### src/rtl/serial_compare_ctrl.sv
// Serial WIDTH-bit unsigned comparator built on a single 2-bit cascade slice.
// Optional SERIAL_CMP_EARLY_EXIT_EN: finish as soon as a differing pair is seen.

module cmp2_slice (
   input  logic [1:0] i_a,
   input  logic [1:0] i_b,
   input  logic       i_eq,
   input  logic       i_gt,
   output logic       o_eq,
   output logic       o_gt
);
   assign o_eq = i_eq & (i_a == i_b);
   assign o_gt = i_gt | (i_eq & (i_a > i_b));
endmodule

module serial_compare_ctrl #(
   parameter int WIDTH = 8
) (
   input  logic             clk,
   input  logic             rst_n,
   input  logic             start,
   input  logic [WIDTH-1:0] a,
   input  logic [WIDTH-1:0] b,
   output logic             busy,
   output logic             done,
   output logic             eq_out,
   output logic             gt_out,
   output logic             lt_out
);
   localparam int N  = WIDTH / 2;
   localparam int IW = (N > 1) ? $clog2(N) : 1;

   typedef enum logic [1:0] {
      S_IDLE,
      S_RUN,
      S_DONE
   } state_t;

   state_t           r_state;
   state_t           w_next;
   logic [WIDTH-1:0] r_opa;
   logic [WIDTH-1:0] r_opb;
   logic [IW-1:0]    r_idx;
   logic             r_eq;
   logic             r_gt;
   logic [1:0]       w_pa;
   logic [1:0]       w_pb;
   logic             w_eq_s;
   logic             w_gt_s;
   logic             w_accept;
   logic             w_last;

   assign w_pa = 2'(r_opa >> {r_idx, 1'b0});
   assign w_pb = 2'(r_opb >> {r_idx, 1'b0});

   cmp2_slice u_slice (
      .i_a  (w_pa),
      .i_b  (w_pb),
      .i_eq (r_eq),
      .i_gt (r_gt),
      .o_eq (w_eq_s),
      .o_gt (w_gt_s)
   );

   assign w_accept = start & (r_state != S_RUN);

`ifdef SERIAL_CMP_EARLY_EXIT_EN
   // MSB-first evaluation: the first differing pair decides the result
   assign w_last = (r_idx == '0) | ~w_eq_s;
`else
   assign w_last = (r_idx == '0);
`endif

   always_ff @(posedge clk or negedge rst_n) begin
      if (!rst_n) r_state <= S_IDLE;
      else        r_state <= w_next;
   end

   always_comb begin
      w_next = r_state;
      unique case (r_state)
         S_IDLE:  if (start) w_next = S_RUN;
         S_RUN:   if (w_last) w_next = S_DONE;
         S_DONE:  w_next = start ? S_RUN : S_IDLE;
         default: w_next = S_IDLE;
      endcase
   end

   always_ff @(posedge clk or negedge rst_n) begin
      if (!rst_n) begin
         r_opa  <= '0;
         r_opb  <= '0;
         r_idx  <= '0;
         r_eq   <= 1'b0;
         r_gt   <= 1'b0;
         eq_out <= 1'b0;
         gt_out <= 1'b0;
         lt_out <= 1'b0;
      end else if (w_accept) begin
         r_opa  <= a;
         r_opb  <= b;
         r_idx  <= IW'(N - 1);
         r_eq   <= 1'b1;
         r_gt   <= 1'b0;
         eq_out <= 1'b0;
         gt_out <= 1'b0;
         lt_out <= 1'b0;
      end else if (r_state == S_RUN) begin
         r_eq <= w_eq_s;
         r_gt <= w_gt_s;
         if (w_last) begin
            eq_out <= w_eq_s;
            gt_out <= w_gt_s;
            lt_out <= ~w_eq_s & ~w_gt_s;
         end else begin
            r_idx <= r_idx - IW'(1);
         end
      end
   end

   assign busy = (r_state == S_RUN);
   assign done = (r_state == S_DONE);

endmodule

### config.mk
export PLATFORM = sky130hd
export DESIGN_NAME = serial_compare_ctrl
export DESIGN_NICKNAME = d
export VERILOG_FILES = /design/src/rtl/serial_compare_ctrl.sv
export SDC_FILE = /design/constraint.sdc
export NUM_CORES = 1
export LEC_CHECK = 0
export ABC_CLOCK_PERIOD_IN_PS = 1900
export CORE_MARGIN = 4
export CORE_UTILIZATION = 45
export CTS_BUF_LIST = sky130_fd_sc_hd__clkbuf_16
export DETAILED_ROUTE_END_ITERATION = 10
export GPL_ROUTABILITY_DRIVEN = 0
export HOLD_SLACK_MARGIN = 0.12
export PLACE_DENSITY = 0.74
export SYNTH_ARGS = -nofsm -noshare
export SYNTH_HDL_FRONTEND = slang
export SYNTH_SLANG_ARGS = --single-unit
export TNS_END_PERCENT = 30
### constraint.sdc
create_clock -name clk -period 1.9 [get_ports clk]
set_input_delay 0.19 -clock clk [delete_from_list [all_inputs] [get_ports clk]]
set_output_delay 0.19 -clock clk [all_outputs]
set_load 0.01 [all_outputs]
# Word-level counts from Yosys, hierarchy flattened
# Cells that the tools add are included.
# classes
n_addsub,1
mul,0
n_div,0
order_cmp,1
eq_ne,7
shift,2
muxes,20
bitwise,7
n_reduce_logical,7
# ops
operator,n
8-bit by 3-bit >> shifter with 2-bit output,2
1-bit 2-to-1 mux,14
2-bit 2-to-1 mux,5
2-bit one-hot mux with 3 select lines,1
2-bit AND reduction,3
1-bit bitwise AND,4
2-bit zero test,2
"2-bit by 1-bit != test with 1-bit output, second input constant",2
"2-bit != test, second input constant",2
2-bit nonzero test,2
"2-bit by 1-bit == test with 1-bit output, second input constant",1
2-bit == test,1
"2-bit == test, second input constant",1
2-bit greater-than comparator,1
1-bit NOT,2
"2-bit by 1-bit subtractor with 2-bit output, second input constant",1
1-bit bitwise OR,1
# totals
ff_bits,25
latch_bits,0
mem_bits_rw,0
romBits,0
input_bits,19
output_inout_bits,5
memories,0

# Logic depth before layout (Yosys ltp)
# logic_depth
word_depth,9
depth_mapped,7
depth_no_buf,6

# By module
# Synthesis repeated with hierarchy kept, for this count alone.
# unflattened
hier_cells,82
hier_area_um2,1203.7
# modules_own_cells
module,n_inst,cells_each,area_each_um2,seq_area_each_um2
serial_compare_ctrl,1,72,1132.3,625.6
cmp2_slice,1,10,71.3,0.0

# Least setup slack after synthesis
# No wires, ideal clock.
# synth_timing
path_type,register -> register
startpoint,reg r_idx[0]
endpoint,reg lt_out
setup_ns,0.122
t_arrival_ns,1.777
path_slack_ns,0.001
path_stages_with_launch,7
synth_period_minus_slack_ns,1.899
cell_sequence,dfrtp_1 buf_2 mux4_2 ha_1 nor2b_1 o211ai_1 a32o_1
# synth_between
elab_chain_len,9
elab_cells_between_ends,16
# synth_lines
item,line,rtl
"start, declared",43,logic [IW-1:0] r_idx;
"start signal, assigned",102,r_idx <= IW'(N - 1);
"start signal, assigned",116,r_idx <= r_idx - IW'(1);
"8-bit by 3-bit >> shifter with 2-bit output, on equally long branches","53, 54",
2-bit greater-than comparator,13,assign o_gt = i_gt | (i_eq & (i_a > i_b));
1-bit bitwise AND,13,
1-bit bitwise OR,13,
1-bit NOT,114,lt_out <= ~w_eq_s & ~w_gt_s;
1-bit bitwise AND,114,
1-bit 2-to-1 mux,111,if (w_last) begin
1-bit 2-to-1 mux,108,end else if (r_state == S_RUN) begin
1-bit 2-to-1 mux,99,end else if (w_accept) begin
"end signal, assigned",114,
"end, declared",28,output logic lt_out
# Several ways; a longest one is shown, not always the timed one. The select of a mux whose other input is x is not followed.
# A chain may end at the register's enable or synchronous reset.

# Worst setup path in the final report
# Ends and elaborated chain as after synthesis.

==> out/qor.txt <==
FINISH
----------------------------------------------------------------------------------------
Final standard cell area without fillers ..................................     1570 um2
Number of nets in the layout ..............................................          133
Filler cells ..............................................................          202
Post-route insts no fill ..................................................          140
Fraction of the core area covered by cells at the end of the flow .........        0.624
Antenna diode count .......................................................            0
Fraction of layout cells with a size suffix above 1 .......................        0.336
Area added between synthesis and finish ...................................        30.9%

GLOBAL ROUTING
----------------------------------------------------------------------------------------
Remaining Overflow, GRT ...................................................            0
Global-route wire length before repair ....................................      3.52 mm
Vias in the first global route ............................................          796
Antenna violations before repair ..........................................            0
Pin count of the biggest net entering global routing ......................           26
GRT Resource Usage Total ..................................................        0.133

CLOCK TREE
----------------------------------------------------------------------------------------
CTS tree ..................................................................          yes
Number of buffers between clock root and the deepest sink .................            2
Maximum level of the CTS H-tree ...........................................            1
Clock root buffer .........................................................    clkbuf_16
Clock latency reported for the late side of the worst-skew pair ...........      0.25 ns
Number of buffers inserted by hold repair at cts ..........................            0
CTS clock-pin slew for the worst setup and hold paths .....................      0.06 ns
Clock sink count ..........................................................           25
Total CTS buffers .........................................................            3

LOGIC SYNTHESIS
----------------------------------------------------------------------------------------
Post-synthesis cell count .................................................           83
Synthesized Nets ..........................................................          105
Post-synthesis sequential element count ...................................           25
Warnings from Yosys .......................................................            0
Synthesized area per cell .................................................     14.5 um2
Sequential element share of the synthesized area ..........................        0.520
Unique cell type count in the Yosys netlist ...............................           26
Post-Synthesis Cell Area ..................................................     1200 um2

PLACE
----------------------------------------------------------------------------------------
Total half-perimeter wirelength after legalization and detailed placement .      1.50 mm
Placed cell count .........................................................          134
IO buf count ..............................................................           23
DP Area ...................................................................     1440 um2

STA
----------------------------------------------------------------------------------------
Final setup fails .........................................................            3
Post-route minimum period .................................................      1.93 ns
Transition time at the pin with the least slew margin .....................     0.366 ns
Unrepaired setup endpoints after global routing ...........................          yes
Setup skew after layout ...................................................   0.00159 ns
Share of the cycle needed by the critical path after routing ..............         1.02
Slew Limit Fails ..........................................................            0
Slew Limit Headroom .......................................................        0.756
Total count of hold-check failures in the final report ....................            0
Peak Freq .................................................................      518 MHz
Worst Setup Slack, final ..................................................   -0.0322 ns

WORST SETUP PATH
----------------------------------------------------------------------------------------
Cell at the slowest stage of the critical path ............................       mux4_2
Largest fanout of any net on the critical path ............................            6
Type of the setup path with the least slack ...............................      reg2reg
Cell family contributing the most delay on the critical path .............. multiplexers
Path depth of the worst reg2reg path ......................................            5
Crit path arrival time ....................................................      2.08 ns
Worst path max stage delay ................................................      0.56 ns
Critical path capture point type ..........................................    flip-flop
Crit-path cells ........................................................... mux4_2 > ha_4 > nor2b_4 > o211ai_1 > a32o_1
Data required time at the worst endpoint ..................................      2.04 ns
Critical path depth in cells ..............................................            5
Element type at the critical path start ...................................    flip-flop
Buf/Inv on CP .............................................................            0

FLOORPLAN
----------------------------------------------------------------------------------------
Die span in x .............................................................      59.7 um
Starting density of the core ..............................................        0.477
IO Pins ...................................................................           24
Full die area .............................................................     3560 um2
Area inside the core boundary .............................................     2520 um2
Site Rows .................................................................           18
Y dimension of the die ....................................................      59.7 um

POWER
----------------------------------------------------------------------------------------
Net load switching power ..................................................       922 uW
Sw Ratio ..................................................................        0.320
Power per Cell Area .......................................................  1830 nW/um2
Overall Power .............................................................      2880 uW
Maximum VDD drop ..........................................................      1310 uV
Combinational share of power ..............................................        0.501
Leakage ...................................................................  0.000703 uW
Fraction of power consumed by sequential logic ............................        0.342
Part of the total power dissipated in the clock network ...................        0.157
Internal cell power .......................................................      1960 uW

ROUTING
----------------------------------------------------------------------------------------
Number of search-and-repair iterations in the first detailed-routing pass .            4
Number of vias after detailed routing .....................................          744
Residual antenna-violating net count after detailed routing ...............            0
Metal2 WL .................................................................      1.02 mm
Detailed-routed wire length on met3 .......................................       119 um
DRC errors left ...........................................................            0
Top Layer Used ............................................................         met4
Average wire per standard cell ............................................      14.7 um
Violation count after the first detailed-routing iteration ................           27
Avg Vias per Cell .........................................................         5.31
Total wire length after detailed routing ..................................      2.06 mm
Met1 wire length ..........................................................       901 um

OUTCOME
----------------------------------------------------------------------------------------
Failing checks ............................................................ negative setup slack
Status .................................................................... finished, violations left

WORST HOLD PATH
----------------------------------------------------------------------------------------
Hold/Removal Path Class ...................................................     in2async

FLOW RUN
----------------------------------------------------------------------------------------
Max-cap violations ........................................................            0

-- stage by stage --
step,setup TNS (ns),setup WS (ns),hold slack (ns)
after floorplan,0,0.00115,-0.106
after global placement,-0.264,-0.106,0.479
after detailed placement,-0.470,-0.159,0.482
after CTS,-0.0339,-0.0234,0.307
after global routing,-0.419,-0.133,0.335
final,-0.0621,-0.0322,0.294
-- layout by cell type, fill, tap and decap left out, types with 2 or more instances in the layout --
cell             instances
dfrtp_1                 24
clkdlybuf4s50_1         23
mux2_4                   8
mux2_2                   8
inv_1                    5
mux4_2                   4
o21ai_0                  4
nor2_1                   3
a21oi_1                  3
clkbuf_16                3
inv_2                    2
nor2b_4                  2
nand2_1                  2
ha_4                     2
buf_4                    2
-- worst reg2reg max path: stages (launching register included) --
cell and delay, ns:
dfrtp_2 0.44, mux4_2 0.56, ha_4 0.30, nor2b_4 0.13, o211ai_1 0.15, a32o_1 0.25
-- registers in the layout, indices dropped and copies added (netlist names) --
name	cells
r_opa	8
r_opb	8
r_idx	2
r_state	2
eq_out	1
gt_out	1
lt_out	1
r_eq	1
r_gt	1
-- power by group through the flow --
stage	Combinational (uW)	Sequential (uW)	Clock [uW]
global route	1600	1030	482
floorplan	999	918	0
CTS	1300	986	462
finish	1440	984	452
global placement	1130	988	0
detailed placement	1170	999	0
-- cell type report --
class                      count  area (um2)  area share
clock inverter                 1        5.00     0.00318
timing repair buffer          26         256       0.163
clock buffer                   3        75.1      0.0477
inverter                       7        26.3      0.0167
multi-input combinational     48         547       0.347
tap                           30        37.5      0.0238
sequential                    25         627       0.398
-- cell usage after synthesis (all sizes together) --
| cell | number | area share |
|---|---|---|
| a211o | 1 | 0.0083 |
| a211oi | 1 | 0.0062 |
| a21oi | 3 | 0.012 |
| a2bb2o | 1 | 0.0083 |
| a32o | 1 | 0.0083 |
| and2b | 1 | 0.0073 |
| buf | 3 | 0.030 |
| dfrtp | 25 | 0.52 |
| ha | 3 | 0.031 |
| inv | 7 | 0.022 |
| mux2 | 16 | 0.17 |
| mux4 | 4 | 0.075 |
| nand2 | 2 | 0.0062 |
| nand3 | 1 | 0.0042 |
| nand3b | 1 | 0.0062 |
| nor2 | 4 | 0.026 |
| nor2b | 2 | 0.017 |
| o211ai | 1 | 0.0062 |
| o21a | 1 | 0.0062 |
| o21ai | 4 | 0.017 |
| or3b | 1 | 0.0073 |
-- worst paths after layout --
| kind | slack [ns] | startpoint | endpoint |
|---|---|---|---|
| worst max-delay path | -0.03 | r_idx[0] | lt_out |
| worst min register to register | 0.49 | eq_out | eq_out |
| max in group asynchronous | 1.35 | rst_n | r_idx[0] |
| min in group clk | 0.49 | eq_out | eq_out |
| worst max register to register | -0.03 | r_idx[0] | lt_out |
| worst min-delay path | 0.29 | rst_n | r_opa[7] |
-- timing repair --
| action | CTS | global route |
|---|---|---|
| endpoints found under the setup margin | 4 | 4 |
| pin swaps | 2 | 1 |
| resized for setup | 4 | 3 |
| buffers inserted | 2 | 0 |
-- cell families (layout without fill, tap and decap cells) --
kind of cell / after synthesis / in the layout / share of synthesized area
compound gates: 13 / 13 / 0.0728
fa+ha+maj: 3 / 3 / 0.0312
buf+inv: 10 / 37 / 0.0520
flops: 25 / 25 / 0.520
mux: 20 / 20 / 0.250
simple gates: 12 / 12 / 0.0739
-- layer usage --
metal / global-route usage / vias up
li1: - / 350
met3: 0.0410 / 5
met2: 0.208 / 19
met5: 0 / -
met1: 0.177 / 370
met4: 0.0380 / 0
No activity file was read; power rests on OpenSTA's default activity.
